### src/rtl/connect4_pkg.sv
// Shared types and constants for the Connect-4 turn controller.
// state_t carries the fixed 4-bit state codes; ST_IDLE and ST_GAME_OVER
// are the codes the top-level video mux keys screen selection on.
package connect4_pkg;

    typedef enum logic [3:0] {
        StIdle      = 4'b0000,
        StP1Wait    = 4'b0001,
        StP1Check   = 4'b0010,
        StP2Wait    = 4'b0011,
        StP2Check   = 4'b0100,
        StP1Timeout = 4'b0101,
        StP2Timeout = 4'b0110,
        StGameOver  = 4'b1000
    } state_t;

    localparam state_t ST_IDLE      = StIdle;
    localparam state_t ST_GAME_OVER = StGameOver;

endpackage

### src/rtl/start_edge_detect.sv
// Rising-edge detector for one debounced start button.
// Ports:
//   clk   - system clock
//   reset - asynchronous, active-high; clears the previous-sample register
//   btn   - debounced button level
//   rise  - high for the cycle where btn is 1 and was 0 on the previous clock
module start_edge_detect (
    input  logic clk,
    input  logic reset,
    input  logic btn,
    output logic rise
);

    logic btn_q;

    always_ff @(posedge clk or posedge reset) begin
        if (reset) begin
            btn_q <= 1'b0;
        end else begin
            btn_q <= btn;
        end
    end

    assign rise = btn & ~btn_q;

endmodule

### src/rtl/connect4_game_fsm.sv
// Two-player Connect-4 turn controller. Sequences start, alternating turns,
// timeout-driven random moves, win/draw detection and game over. Board state,
// move legality, win checking and the turn timer are external; only their
// status flags are consumed here.
// Ports:
//   clk, reset            - clock, asynchronous active-high reset
//   player1_start/2_start - debounced start buttons (level; edges start a game)
//   move_valid            - pulse: legal piece placed for the current player
//   winner_found          - level, sampled in CHECK states
//   board_full            - level, sampled in CHECK states
//   timer_done            - turn timer expired
//   reset_timer           - holds the external turn timer cleared
//   p1_turn / p2_turn     - which player owns the turn
//   game_over             - game finished
//   estado                - current 4-bit state code
//   random_move           - one-cycle request for a random legal move
//   player                - current or last mover (0 = P1, 1 = P2)
module connect4_game_fsm
    import connect4_pkg::*;
(
    input  logic       clk,
    input  logic       reset,
    input  logic       player1_start,
    input  logic       player2_start,
    input  logic       move_valid,
    input  logic       winner_found,
    input  logic       board_full,
    input  logic       timer_done,
    output logic       reset_timer,
    output logic       p1_turn,
    output logic       p2_turn,
    output logic       game_over,
    output logic [3:0] estado,
    output logic       random_move,
    output logic       player
);

    logic   p1_rise;
    logic   p2_rise;
    state_t state_q, state_d;
    logic   player_q, player_d;
    logic   random_move_q, random_move_d;

    start_edge_detect u_p1_edge (
        .clk   (clk),
        .reset (reset),
        .btn   (player1_start),
        .rise  (p1_rise)
    );

    start_edge_detect u_p2_edge (
        .clk   (clk),
        .reset (reset),
        .btn   (player2_start),
        .rise  (p2_rise)
    );

    always_ff @(posedge clk or posedge reset) begin
        if (reset) begin
            state_q       <= ST_IDLE;
            player_q      <= 1'b0;
            random_move_q <= 1'b0;
        end else begin
            state_q       <= state_d;
            player_q      <= player_d;
            random_move_q <= random_move_d;
        end
    end

    always_comb begin
        state_d  = state_q;
        player_d = player_q;

        case (state_q)
            StIdle: begin
                // Simultaneous presses go to P1.
                if (p1_rise) begin
                    state_d  = StP1Wait;
                    player_d = 1'b0;
                end else if (p2_rise) begin
                    state_d  = StP2Wait;
                    player_d = 1'b1;
                end
            end
            StP1Wait: begin
                if (move_valid) begin
                    state_d = StP1Check;
                end else if (timer_done) begin
                    state_d = StP1Timeout;
                end
            end
            StP1Timeout: begin
                if (move_valid) begin
                    state_d = StP1Check;
                end
            end
            StP1Check: begin
                if (winner_found || board_full) begin
                    state_d = StGameOver;
                end else begin
                    state_d  = StP2Wait;
                    player_d = 1'b1;
                end
            end
            StP2Wait: begin
                if (move_valid) begin
                    state_d = StP2Check;
                end else if (timer_done) begin
                    state_d = StP2Timeout;
                end
            end
            StP2Timeout: begin
                if (move_valid) begin
                    state_d = StP2Check;
                end
            end
            StP2Check: begin
                if (winner_found || board_full) begin
                    state_d = StGameOver;
                end else begin
                    state_d  = StP1Wait;
                    player_d = 1'b0;
                end
            end
            StGameOver: begin
                // Only returns to IDLE; a later edge is needed to start play.
                if (p1_rise || p2_rise) begin
                    state_d = StIdle;
                end
            end
            default: begin
                state_d = StIdle;
            end
        endcase

        // Registered pulse on entry into either timeout state.
        random_move_d = ((state_d == StP1Timeout) && (state_q != StP1Timeout)) ||
                        ((state_d == StP2Timeout) && (state_q != StP2Timeout));
    end

    always_comb begin
        estado      = state_q;
        p1_turn     = (state_q == StP1Wait) || (state_q == StP1Timeout) ||
                      (state_q == StP1Check);
        p2_turn     = (state_q == StP2Wait) || (state_q == StP2Timeout) ||
                      (state_q == StP2Check);
        game_over   = (state_q == ST_GAME_OVER);
        // Timer only runs while waiting on a human move.
        reset_timer = !((state_q == StP1Wait) || (state_q == StP2Wait));
        random_move = random_move_q;
        player      = player_q;
    end

endmodule

### config.mk
export PLATFORM = sky130hd
export DESIGN_NAME = connect4_game_fsm
export DESIGN_NICKNAME = d
export VERILOG_FILES = /design/src/rtl/connect4_pkg.sv /design/src/rtl/start_edge_detect.sv /design/src/rtl/connect4_game_fsm.sv
export SDC_FILE = /design/constraint.sdc
export NUM_CORES = 1
export LEC_CHECK = 0
export ABC_CLOCK_PERIOD_IN_PS = 2400
export BUFFER_PORTS_ARGS = -buffer_cell sky130_fd_sc_hd__buf_4
export CORE_AREA = 2 2 39 41
export DETAILED_ROUTE_END_ITERATION = 10
export DIE_AREA = 0 0 41 43
export PLACE_DENSITY = 0.76
export SLEW_MARGIN = 30
export SYNTH_ARGS = -nofsm -noshare
export SYNTH_HDL_FRONTEND = slang
export SYNTH_HIERARCHICAL = 1
export SYNTH_SLANG_ARGS = --single-unit
### constraint.sdc
create_clock -name clk -period 2.4 [get_ports clk]
set_clock_uncertainty 0.2 [all_clocks]
set_input_delay 0.24 -clock clk [delete_from_list [all_inputs] [get_ports clk]]
set_output_delay 0.24 -clock clk [all_outputs]
set_load 0.05 [all_outputs]
==> key figures, run 1 <==
Run status
  – Status: finished clean

Cells and area
  – Post-layout net count: 90
  – Area Growth Syn to Fin: 31.8%
  – Fillers: 141
  – # diodes: 0
  – Share of layout cells above drive strength 1: 0.388
  – Area of the multi-input gates: 320 sq um
  – Register area: 200 sq um

Timing
  – Final worst-path cycle share: 0.850
  – RSZ-0062 raised after global routing: false
  – Hold_ws: 0.143 ns
  – Hold Fails Final Rpt: 0
  – Slew headroom: 0.651
  – Setup TNS: 0 ns
  – Fmax: ~490 MHz
  – Min Clock Period, post-route: 2.04 ns
  – Final setup violation count: 0
  – Max-slew violations: 0
  – Setup ws final: 0.360 ns
  – Least-Margin Pin Slew: 0.524 ns

Critical path
  – Critical path's slowest cell: dfrtp_1
  – Crit path cell chain: inv_1 -> nor3_1 -> a21oi_1 -> nor2_1 -> buf_4
  – Req. time, crit path: 1.96 ns
  – Reg2Reg Depth: 4
  – Worst r2r src: estado[2]$_DFF_PP0_
  – Startpoint types: flip-flop
  – Worst Setup EP: p1_turn
  – Crit Reg-Reg Endpoint: estado[0]$_DFF_PP0_
  – CP Max Fanout: 13
  – R2R Setup Slk: ~0.7 ns
  – Critical path class: flip-flop to output pin
  – Crit end category: output pin
  – Arrival time at the worst endpoint: 1.60 ns
  – Crit. Startpoint: estado[1]$_DFF_PP0_
  – Slowest Stage Delay on Critical Path: 0.60 ns

Route
  – Drt first pass iters: 3
  – Max Used Layer: met4
  – Met2 routed wirelength: 573 um
  – 1st-iter DRT viols: 6
  – Routed Antenna Nets: 0
  – Via Count: 501
  – DRC Markers: 0
  – M1 WL: 544 um
  – Met3 WL post-DR: 62 um
  – Final WL: between 1000 and 1500 um
  – Via/cell ratio: 5.22
  – WL/cell: 12.4 um

Global route
  – First-pass GRT wire length: just under 2000 um
  – Initial antenna violation count: 0
  – Largest net degree at the start of global routing: 17
  – Total congestion overflow: 0
  – GR Util All Layers: 0.165
  – Number of global-route vias before repair: around 470

Synth
  – Synth area leader: dfrtp_1
  – Synth Cell Area: about 560 sq um
  – Yosys warns: 6
  – Cells after Synth: 61
  – Seq/Total Area, Yosys: 0.359
  – Average cell area after synthesis: 9.15 sq um
  – Netlist cell types: 32
  – Flops & latches, synth: 8
  – Area share of the largest cell type after synthesis: 0.359
  – Area contributors post-synth: dfrtp_1, nor2b_4, nor3b_2
  – Post-Syn Nets: 69

Clock tree
  – Clk_lat worst skew: 0.26 ns
  – Clk pin slew, worst setup/hold paths: 0.05 ns
  – CTS max path bufs: 2
  – CTS Buf Count: 3
  – Root Buffer: clkbuf_4
  – Htree depth: 1
  – Clock Sinks: 8
  – Setup bufs post-CTS: 0
  – CTS tree: done

Floorplan
  – Starting Density: 0.403
  – Die area: 1760 sq um
  – Site Rows: 14
  – DIE HEIGHT: 43 um
  – Core ar.: 1380 sq um
  – Die Wd: 41 um
  – Ports: 18

Placement
  – Place WS: 0.635 ns
  – Dpl hpwl: 861 um
  – Buffers on Ports: 17
  – RD Place Congestion: 0.725

Flow run
  – Max-Cap Viols: 0

Power and ir drop
  – Worst vdd ir: 0.720 mV
  – Leak Pwr: 0.000333 uW
  – PwrDens: 1250 nW/um^2

Min path
  – Worst Min Path Start: timer_done
  – Hold Crit Class: primary input to flip-flop
[power by group]
part	internal, uW	total [uW]	switching [uW]
sequential	170	275	105
clock	57.2	103	45.5
combinational	195	544	349
total	423	922	500
[per-layer routing]
metal	global-route usage	vias up
met3	0.0785	2
li1	-	253
met1	0.204	233
met5	0	-
met4	0.0600	0
met2	0.241	13
[Yosys cell counts]
master    instances
or2_1             1
nor3_1            3
buf_2             2
buf_6             1
nor3b_2           2
o21a_1            1
buf_4             1
nor2b_1           1
nor2_1            5
or4_4             1
nor2b_4           2
nand2_1           3
dfrtp_1           8
mux2i_1           1
nor4b_2           1
nand2b_1          1
nand3b_1          2
o21ai_2           1
o31a_1            1
nor3b_1           1
and2b_2           1
nor4b_1           2
o21ai_0           1
a211oi_1          1
a21oi_2           1
a21oi_1           4
o31ai_1           1
o21ai_1           4
nor2_2            1
a31oi_1           1
inv_1             4
or3_1             1
[cell type report]
class	count	area share
multi-input cells	45	0.435
flip-flops and latches	8	0.272
repair buffers	20	0.214
clock buffers	3	0.0306
well taps	16	0.0272
inverters	4	0.0204
[state kept, by name, indices dropped and copies added (netlist names)]
| signal | flops |
|---|---|
| random_move | 1 |
| player | 1 |
| u_p1_edge/btn_q | 1 |
| estado | 4 |
| u_p2_edge/btn_q | 1 |
[stage by stage]
stage	area [sq um]	total power, uW	util	cells
5_1_grt	736	980	0.532	96
6_report	736	922	0.532	96
2_1_floorplan	564	689	-	61
4_1_cts	736	932	0.532	96
3_5_place_dp	683	821	0.494	90
3_3_place_gp	683	815	0.494	90
[critical path: cells and delay by family (launching register included)]
kind | cells | cell delay (ns)
buffers and inverters | 2 | 0.39
DFF | 1 | 0.60
AOI/OAI and AO/OA | 1 | 0.06
and+or+nand+nor | 2 | 0.30
[cell families after synthesis]
kind of cell           after synthesis  synth area share
buffers and inverters                8            0.0785
multiplexers                         1            0.0179
AO/OA/AOI/OAI                       16             0.179
flip-flops                           8             0.359
AND/OR/NAND/NOR                     28             0.365
[how the worst min path moves through the flow]
stage / slack [ns] / cells after the start / end
global placement: -0.10 / 2 / u_p1_edge/btn_q$_DFF_PP0_
finish: 0.14 / 3 / random_move$_DFF_PP0_
detailed placement: -0.1 / 2 / u_p2_edge/btn_q$_DFF_PP0_
global route: 0.17 / 3 / random_move$_DFF_PP0_
CTS: 0.14 / 3 / random_move$_DFF_PP0_
floorplan: -0.23 / 1 / u_p1_edge/btn_q$_DFF_PP0_
[layout by cell type, fill, tap and decap left out]
master          n
nor3b_1         1
nor2_2          1
o31a_1          1
dlygate4sd3_1   3
inv_1           4
or3_1           1
nor2b_1         1
a31oi_1         1
o31ai_1         1
a21oi_2         1
or2_1           1
o21a_1          1
or4_4           1
o21ai_0         1
dfrtp_1         8
nor3b_2         2
nand2b_1        1
mux2i_1         1
nor3_1          3
a211oi_1        1
nand3b_1        2
nor2b_4         2
a21oi_1         4
o21ai_1         4
nand2_1         3
and2b_2         1
o21ai_2         1
buf_4          17
nor4b_2         2
nor2_1          5
nor4b_1         1
clkbuf_4        3
[timing repair]
item,CTS,global route
resized for setup,0,0
hold buffers,3,0
endpoints found under the hold margin,10,0
Power figures use the tool's default switching activity.
==> run 2: changes to the inputs <==
--- a/config.mk
+++ b/config.mk
@@ -5,12 +5,13 @@
 export SDC_FILE = /design/constraint.sdc
 export NUM_CORES = 1
 export LEC_CHECK = 0
+export ABC_AREA = 1
 export ABC_CLOCK_PERIOD_IN_PS = 2400
 export BUFFER_PORTS_ARGS = -buffer_cell sky130_fd_sc_hd__buf_4
 export CORE_AREA = 2 2 39 41
 export DETAILED_ROUTE_END_ITERATION = 10
 export DIE_AREA = 0 0 41 43
-export PLACE_DENSITY = 0.76
+export PLACE_DENSITY = 0.74
 export SLEW_MARGIN = 30
 export SYNTH_ARGS = -nofsm -noshare
 export SYNTH_HDL_FRONTEND = slang
==> key figures, run 2 <==
Timing
  – Least-Margin Pin Slew: 0.329 ns (-0.196 ns)
  – Setup ws final: 0.557 ns (+0.197 ns)
  – Slew headroom: 0.781 (+0.130)
  – Final worst-path cycle share: 0.768 (-0.0821)
  – Setup TNS: 0 ns (unchanged)
  – RSZ-0062 raised after global routing: false
  – Max-slew violations: 0 (unchanged)
  – Final setup violation count: 0 (unchanged)
  – Hold Fails Final Rpt: 0 (unchanged)
  – Min Clock Period, post-route: 1.84 ns (-0.197 ns)
  – Fmax: 543 MHz (+11%)

Synth
  – Commonest cells post-synth: nand2_1, inv_1, dfrtp_1, nor2_1, nand3_1
  – Post-Syn Nets: 82 (+19%)
  – Area share of the largest cell type after synthesis: 0.377 (+0.0186)
  – Ys flop type: dfrtp_1
  – Flops & latches, synth: 8 (unchanged)
  – EDFF count, synth: 0 (unchanged)
  – Synth Cell Area: 531 sq um (-4.9%)
  – Seq/Total Area, Yosys: 0.377 (+0.0186)
  – Top-count cell post-synth: nand2_1
  – Average cell area after synthesis: 7.17 sq um (-22%)
  – Yosys warns: 6 (unchanged)
  – Ys async rst share: 1.00 (unchanged)
  – Netlist cell types: 18 (-44%)
  – Area contributors post-synth: dfrtp_1, nand2_1, inv_1
  – Cells after Synth: 74 (+21%)
  – Synth area leader: dfrtp_1

Clock tree
  – CTS Buf Count: 3 (unchanged)
  – Clk pin slew, worst setup/hold paths: 0.06 ns (about the same)
  – CTS tree: done
  – CTS max path bufs: 2 (unchanged)
  – Clock Sinks: 8 (unchanged)
  – Post-CTS sizing: 0 (unchanged)
  – Cts hold-fix bufs: 3 (unchanged)
  – Root Buffer: clkbuf_4
  – Htree depth: 1 (unchanged)
  – Clk_lat worst skew: 0.26 ns (about the same)
  – Setup bufs post-CTS: 0 (unchanged)

Min path
  – Hold Crit Class: primary input to flip-flop
  – Worst Min Path Start: winner_found

Cells and area
  – Most common cell after layout, fill and taps aside: buf_4
  – Max FFs per register: 4 (unchanged)
  – Post-layout net count: 107 (+19%)
  – # diodes: 0 (unchanged)
  – Fillers: 152 (+7.8%)
  – Most frequent cells in the layout: buf_4, nand2_1, inv_1, nor2_1, dfrtp_1
  – Fin cells: 113 (+18%)
  – Area Growth Syn to Fin: 38.9%
  – Share of layout cells above drive strength 1: 0.381 (-0.00606)

Power and ir drop
  – Psw: 619 uW (+24%)
  – Leak Pwr: 0.000404 uW (+22%)
  – Clk pwr share: 0.097 (-0.014)
  – Worst vdd ir: 0.521 mV (-28%)
  – PwrDens: 1460 nW/um^2 (+16%)
  – Reg power frac: 0.230 (-0.069)
  – Switching part of the total: 0.577 (+0.0351)
  – Combinational power share: 0.673 (+0.083)
  – Internal power: 454 uW (+7.4%)

Critical path
  – R2R Setup Slk: 0.87 ns (+0.16 ns)
  – Critical path class: flip-flop to output pin
  – CP Max Fanout: 7 (-6)
  – Worst r2r src: estado[2]$_DFF_PP0_
  – Req. time, crit path: 1.96 ns (about the same)
  – Crit. Startpoint: estado[3]$_DFF_PP0_
  – Crit end category: output pin
  – Crit Reg-Reg Endpoint: random_move$_DFF_PP0_
  – Worst Setup EP: p2_turn
  – Arrival time at the worst endpoint: 1.40 ns (-0.20 ns)
  – Startpoint types: flip-flop
  – Reg2Reg Depth: 8 (+4)

Placement
  – Place WS: 0.851 ns (+0.217 ns)
  – Buffers on Ports: 17 (unchanged)
  – Dpl hpwl: 945 um (+9.8%)
  – RD Place Congestion: 0.906 (+25%)
  – Inst Count DP: 107 (+19%)

Floorplan
  – Core ar.: 1380 sq um (unchanged)
  – Die area: 1760 sq um (unchanged)
  – Starting Density: 0.383 (-0.0199)
  – DIE HEIGHT: 43 um (unchanged)
  – Die Wd: 41 um (unchanged)
  – Site Rows: 14 (unchanged)
  – Ports: 18 (unchanged)

Global route
  – Largest net degree at the start of global routing: 9 (-8)
  – Number of global-route vias before repair: 499 (+7.1%)
  – Initial antenna violation count: 0 (unchanged)
  – GR Util All Layers: 0.173 (+0.00791)
  – Total congestion overflow: 0 (unchanged)
  – First-pass GRT wire length: 2010 um (+3.9%)

Route
  – Via Count: 548 (+9.4%)
  – 1st-iter DRT viols: 9 (+3)
  – Drt first pass iters: 4 (+1)
  – WL/cell: 10.8 um (-13%)
  – Routed Antenna Nets: 0 (unchanged)
  – Via/cell ratio: 4.85 (-7.1%)
  – DRC Markers: 0 (unchanged)
  – Final WL: 1230 um (+2.8%)

Flow run
  – Max-Cap Viols: 0 (unchanged)

Run status
  – Status: finished clean
[run 2: cell families after synthesis]
group | after synthesis | share of synthesized area
flip-flops | 8 | 0.377
AO/OA/AOI/OAI | 10 | 0.123
AND/OR/NAND/NOR | 42 | 0.401
buffers and inverters | 14 | 0.0991
[run 2: how the worst min path moves through the flow]
stage                           endpoint  slack [ns]  depth (start not counted)
6_report             estado[3]$_DFF_PP0_        0.02                          3
5_1_grt              estado[3]$_DFF_PP0_        0.02                          3
4_1_cts              estado[3]$_DFF_PP0_        0.01                          3
3_5_place_dp   u_p2_edge/btn_q$_DFF_PP0_        -0.1                          2
3_3_place_gp   u_p2_edge/btn_q$_DFF_PP0_       -0.10                          2
2_1_floorplan  u_p1_edge/btn_q$_DFF_PP0_       -0.23                          1
[run 2: routing by layer]
layer  vias to the layer above  share of wire  global-route usage
met5                         -              0                   0
met1                       250           0.40               0.164
li1                        281              -                   -
met2                        15           0.54               0.303
met3                         2          0.055              0.0785
met4                         0         0.0057              0.0600
[run 2: worst max-delay path: stages (launching register included)]
cell and delay (ns):
dfrtp_1 0.44, nor2_4 0.21, nand3_1 0.18, nand3_1 0.12, buf_4 0.20
[run 2: layout make-up]
type | instances | area (sq um) | share of cell area
multi-input cells | 52 | 284 | 0.385
clock buffers | 3 | 22.5 | 0.0306
repair buffers | 20 | 158 | 0.214
flip-flops and latches | 8 | 200 | 0.272
well taps | 16 | 20.0 | 0.0272
inverters | 14 | 52.6 | 0.0713
[run 2: per-stage QoR]
step / total power, uW / hold WS, ns / instance area (sq um) / utilization
floorplan: 782 / -0.231 / 537 / -
global placement: 964 / -0.102 / 684 / 0.495
detailed placement: 967 / -0.0979 / 684 / 0.495
CTS: 1080 / 0.00966 / 737 / 0.533
global route: 1150 / 0.0152 / 737 / 0.533
finish: 1070 / 0.0178 / 737 / 0.533
[run 2: power groups by stage]
stage / sequential, uW / clock, uW / combinational (uW)
2_1_floorplan: 384 / 0 / 397
3_3_place_gp: 246 / 0 / 717
3_5_place_dp: 249 / 0 / 718
4_1_cts: 247 / 111 / 724
5_1_grt: 254 / 117 / 777
6_report: 247 / 104 / 722
